--- src/rtl/rr_mux_arbiter_4.sv ---
// rtl/rr_mux_arbiter_4.sv - round-robin 4:1 valid/ready mux with a registered output slot
// Optional ARB_BURST_EN: the current winner keeps priority for up to MAX_BURST consecutive transfers.
module rr_mux_arbiter_4 #(
  parameter int W         = 4,
  parameter int MAX_BURST = 4
) (
  input  logic         clk,
  input  logic         rst,
  input  logic [3:0]   in_valid,
  input  logic [W-1:0] in_data0,
  input  logic [W-1:0] in_data1,
  input  logic [W-1:0] in_data2,
  input  logic [W-1:0] in_data3,
  output logic [3:0]   in_ready,
  output logic         out_valid,
  input  logic         out_ready,
  output logic [W-1:0] out_data,
  output logic [1:0]   out_id
);

  typedef enum logic {EMPTY = 1'b0, FULL = 1'b1} state_t;

  state_t       state, state_nxt;
  logic [1:0]   ptr, ptr_nxt;
  logic [1:0]   win;
  logic         found;
  logic         space;
  logic         xfer;
  logic [W-1:0] sel_data;

  assign out_valid = (state == FULL);
  assign space     = (state == EMPTY) || out_ready;

  // First valid requester scanning upward from ptr, wrapping modulo 4.
  always_comb begin
    win   = ptr;
    found = 1'b0;
    for (int k = 0; k < 4; k++) begin
      if (!found && in_valid[ptr + 2'(k)]) begin
        found = 1'b1;
        win   = ptr + 2'(k);
      end
    end
  end

  assign in_ready = (!rst && space && found) ? (4'b0001 << win) : 4'b0000;
  assign xfer     = |in_ready;

  assign sel_data = (win == 2'd3) ? in_data3 :
                    (win == 2'd2) ? in_data2 :
                    (win == 2'd1) ? in_data1 : in_data0;

`ifdef ARB_BURST_EN
  logic [3:0] bcnt, bcnt_nxt;
  logic [4:0] run;

  // out_id doubles as the last winner; a new winner starts its own burst at 1.
  always_comb begin
    ptr_nxt  = ptr;
    bcnt_nxt = bcnt;
    run      = (win == out_id) ? ({1'b0, bcnt} + 5'd1) : 5'd1;
    if (xfer) begin
      if (32'(run) < MAX_BURST) begin
        ptr_nxt  = win;
        bcnt_nxt = run[3:0];
      end else begin
        ptr_nxt  = win + 2'd1;
        bcnt_nxt = 4'd0;
      end
    end
  end

  always_ff @(posedge clk or posedge rst) begin
    if (rst) bcnt <= 4'd0;
    else     bcnt <= bcnt_nxt;
  end
`else
  always_comb begin
    ptr_nxt = ptr;
    if (xfer) ptr_nxt = win + 2'd1;
  end
`endif

  always_comb begin
    state_nxt = state;
    case (state)
      EMPTY:   if (xfer) state_nxt = FULL;
      FULL:    if (out_ready && !xfer) state_nxt = EMPTY;
      default: state_nxt = EMPTY;
    endcase
  end

  always_ff @(posedge clk or posedge rst) begin
    if (rst) begin
      state    <= EMPTY;
      ptr      <= 2'd0;
      out_data <= '0;
      out_id   <= 2'd0;
    end else begin
      state <= state_nxt;
      ptr   <= ptr_nxt;
      if (xfer) begin
        out_data <= sel_data;
        out_id   <= win;
      end
    end
  end

endmodule

--- config.mk ---
export PLATFORM = sky130hd
export DESIGN_NAME = rr_mux_arbiter_4
export DESIGN_NICKNAME = d
export VERILOG_FILES = /design/src/rtl/rr_mux_arbiter_4.sv
export SDC_FILE = /design/constraint.sdc
export NUM_CORES = 1
export LEC_CHECK = 0
export BUFFER_PORTS_ARGS = -buffer_cell sky130_fd_sc_hd__buf_2
export CAP_MARGIN = 20
export CELL_PAD_IN_SITES_DETAIL_PLACEMENT = 0
export CELL_PAD_IN_SITES_GLOBAL_PLACEMENT = 1
export CORE_MARGIN = 2
export CORE_UTILIZATION = 31
export DETAILED_ROUTE_END_ITERATION = 16
export GPL_ROUTABILITY_DRIVEN = 0
export GPL_TIMING_DRIVEN = 0
export PLACE_DENSITY = 0.87
export SYNTH_ARGS = -nofsm -noshare
export SYNTH_HDL_FRONTEND = slang
export SYNTH_SLANG_ARGS = --single-unit
--- constraint.sdc ---
create_clock -name clk -period 2 [get_ports clk]
set_input_delay 0.2 -clock clk [delete_from_list [all_inputs] [get_ports clk]]
set_output_delay 0.2 -clock clk [all_outputs]
set_load 0.02 [all_outputs]
Word-level counts from Yosys, hierarchy flattened
Cells that the tools add are included.
{"block": "word_totals", "output_inout_bits": 11, "wordCells": 52, "regBits": 9, "input_bits": 23}
{"block": "classes", "reduce_logical": 13, "n_bitwise": 1, "mux": 22, "magnitude_cmp": 4, "n_eq_ne": 3, "n_addsub": 4, "shift": 1}
{"op": "4-bit 2-to-1 mux", "count": 4}
{"op": "2-bit by 3-bit less-than comparator with 1-bit output, second input constant", "count": 4}
{"op": "1-bit 2-to-1 mux", "count": 10}
{"op": "1-bit binary-select mux with 2-bit select", "count": 4}
{"op": "1-bit logical AND", "count": 6}
{"op": "2-bit 2-to-1 mux", "count": 3}
{"op": "1-bit logical NOT", "count": 5}
{"op": "2-bit by 1-bit adder with 2-bit output, second input constant", "count": 2}
{"op": "2-bit adder, second input constant", "count": 2}
{"op": "2-bit == test, second input constant", "count": 2}
{"op": "4-bit OR reduction", "count": 1}
{"op": "1-bit by 2-bit << shifter with 4-bit output, first input constant", "count": 1}
{"op": "2-bit by 1-bit == test with 1-bit output, second input constant", "count": 1}
{"op": "1-bit case mux with 2 select lines", "count": 1}
{"op": "1-bit logical OR", "count": 1}
{"op": "1-bit inverter", "count": 1}

Logic depth before layout (Yosys ltp)
{"block": "depth", "depth_word": 19, "mapped_depth": 7, "ltp_nobuf": 5}

Least setup slack after synthesis
OpenSTA, ideal clock, no wires.
{"block": "synth_path", "path_type": "flip-flop to output port", "start": "register ptr[1]", "end": "output in_ready[1]", "t_required_ns": 1.800, "t_arrival_ns": 1.437, "slack_ns": 0.363, "stages_incl_launch_ff": 7, "path_buffers": 1, "cell_sequence": "dfrtp_1 > buf_2 > nor3_1 > a21oi_1 > a21bo_2 > nand2b_1 > nor2b_1"}
{"block": "synth_via", "elab_chain_cells": 14, "word_cells_on_any_way": 27, "cone_classes": "add/sub: 3; shift: 1; mux: 16; reduce/logical: 7"}
{"item": "start: declaration", "line": "24", "text": "logic [1:0] ptr, ptr_nxt;"}
{"item": "start signal: assignment", "line": "101", "text": "ptr <= ptr_nxt;"}
{"item": "branches (longest 13 deep; another with 2-bit by 1-bit adder with 2-bit output)"}
{"item": "4-bit 2-to-1 mux (*)", "line": "46", "text": "assign in_ready = (!rst && space && found) ? (4'b0001 << win) : 4'b0000;"}
{"item": "end: declaration", "line": "14", "text": "output logic [3:0] in_ready,"}
Mark *: on every way between the ends. The select of a mux whose other input is x is not followed.

Worst setup path in the final report
Same ends and word-level chain as after synthesis.

==> run metrics <==
status finished clean; GRT Total Usage 0.148; clk_lat worst skew 0.26 ns; initial drt markers 2; Worst Path Arrival 1.67 ns; path depth of the worst reg2reg path 7; Final WS setup roughly 0.13 ns; post-DR wirelength/cell 11.3 microns; Final setup viols 0; top post-synthesis cells by area dfrtp_1 33%, mux2_4 6.6%, nand2_1 6.0%, nor2b_1 5.5%, o221ai_1 5.1%; first-pass GRT wire length 2850 microns; worst-margin pin slew 0.402 ns; element type at the critical path end output pin; clock-pin slew on the worst setup and hold paths 0.06 ns; DRC viols 0; antenna cells 0; total power draw approximately 800 uW; row cnt 17; CTS tree done; die width 51.0 microns; vias in the first global route between 700 and 800; DRT Pass-1 Iters 3; crit share post-route 0.933; Initial Utilization 0.319; crit path max fanout 10; most common cell after layout, fill and taps aside buf_2; CTS Root Cell clkbuf_4; Slew HR 0.731; Syn Std Cell Area 684 sq um; min Tclk post-route 1.87 ns; Leak around 0.00046 uW; fmax 536 MHz; Routed Antenna Nets 0; Post-CTS Setup Inserts 0; pin count of the biggest net entering global routing 11; antenna violations before repair 0; Die Area 0.00260 sq mm; Req. time, crit path 1.80 ns; Worst Hold Class input port to register; worst r2r src ptr[1]; grt total ovfl 0; internal reg-to-reg setup slack between 0.3 and 0.4 ns; IO Count 34; Clock Path Buffers 2; Syn Inst Count 83; pre-CTS setup slack around 0.26 ns; Worst Hold Path EP out_valid; H-tree depth 1; Unique masters post-synth 27; area leader, netlist dfrtp_1; register area approximately 230 sq um; layout cells sized above 1 0.408; Power Dens Cells just under 900 mW/mm^2; number of fill cells 227; Global Route met1 Usage 0.177; pins over their slew limit 0; total clock sinks 9; PortBufs 32; Critical R2R Capture out_data[0]; crit path from ptr[1]; post-DP HPWL 1290 microns; met2 usage 0.236; peak supply drop 0.405 mV; Fin. Hold Viols 0; via count 714; die height 51.0 microns; YS warnings 0; Worst Hold Launch rst; sequential area share after synthesis 0.329; unrepaired setup endpoints after global routing no; kind of critical path register to output pin; met3 global-route usage 0.0439; area of the multi-input gates between 400 and 500 sq um; Net Count, Synth 106; post-DR vias/cell around 4.8; Core ar. about 0.0021 sq mm; max cap viols 0; Yosys reg bits 9; busiest grt layer met2; CTS Buf Count 3; Layout Nets 144; setup tns final 0 ns; Yosys top cell area share 0.329; Mean Syn Cell Area 8.25 sq um; Synth-to-Final Area Change 37.1%; total wire length 1670 microns; hold path cells 2; Setup crit start kind register; most frequent cells in the layout 33 x buf_2, 11 x nand2_1, 9 x dfrtp_1, 7 x nor2_1; Worst Clk Skew ~0.0026 ns
[state kept, by name, indices dropped and copies added (netlist names)]
name	cells
ptr	2
out_data	4
out_id	2
out_valid	1
[layer usage]
layer  routed length (microns)  vias up  share of wire
li1                          -      370              -
met1                       754      317           0.45
met2                       787       25           0.47
met3                       111        2          0.066
met4                        16        0         0.0096
met5                         0        -              0
[kinds of logic after synthesis]
family | share of synthesized area
and+or+nand+nor | 0.278
AOI/OAI and AO/OA | 0.260
DFF | 0.329
buffers and inverters | 0.0676
muxes | 0.0658
[cell type report]
| cell class | count | share of cell area |
|---|---|---|
| plain buffers | 5 | 0.0360 |
| clock buffers | 4 | 0.0280 |
| inverters | 4 | 0.0160 |
| multi-input cells | 65 | 0.456 |
| flip-flops and latches | 9 | 0.240 |
| well taps | 28 | 0.0373 |
| repair buffers | 33 | 0.187 |
[worst max-delay path by stage]
stage | end | cells past startpoint
6_report | in_ready[1] | 7
5_1_grt | in_ready[1] | 7
3_3_place_gp | in_ready[0] | 8
4_1_cts | in_ready[1] | 7
2_1_floorplan | in_ready[1] | 6
3_5_place_dp | in_ready[0] | 8
[report_power, final]
part           internal (uW)  total (uW)  switching (uW)
clock network           76.8         138            61.3
registers                231         259            28.0
logic                    190         421             231
total                    499         819             320
[stage by stage]
step                 util  hold WS [ns]  cells  area [sq um]
floorplan               -        0.0279     83           684
global placement    0.409         0.192    143           880
detailed placement  0.409         0.206    143           880
CTS                 0.426         0.160    148           916
global route        0.437         0.168    148           938
finish              0.437         0.168    148           938
[critical path, cell delays in order (launching register included)]
cell and delay [ns]:
dfrtp_1 0.34, clkbuf_4 0.19, nand2_1 0.10, a22oi_2 0.14
and3_1 0.19, buf_6 0.15, nor2b_1 0.15, buf_4 0.15
[Yosys cell counts]
master     instances
o21ai_1            1
nor2b_4            1
nor2b_1            6
and3_1             2
dfrtp_1            9
o21a_1             1
a311oi_1           1
buf_2              4
mux2_4             3
inv_1              4
a22oi_2            1
a2bb2oi_1          3
a21oi_1            3
a21boi_0           1
o21ai_0            6
a31oi_1            2
o221ai_1           4
nor4_1             1
nand3b_1           1
a21bo_2            1
nor2_1             8
nor3_1             2
buf_6              1
nand2_1           11
a211oi_1           1
and2_1             1
nand2b_1           4
[what timing repair did]
action | 4_1_cts | 5_1_grt
hold endpoints to repair | 9 | 0
hold buffers | 1 | 0
setup endpoints to repair | 0 | 2
gates resized for setup | 0 | 7
Note: power is estimated with default switching activity, not from simulation.
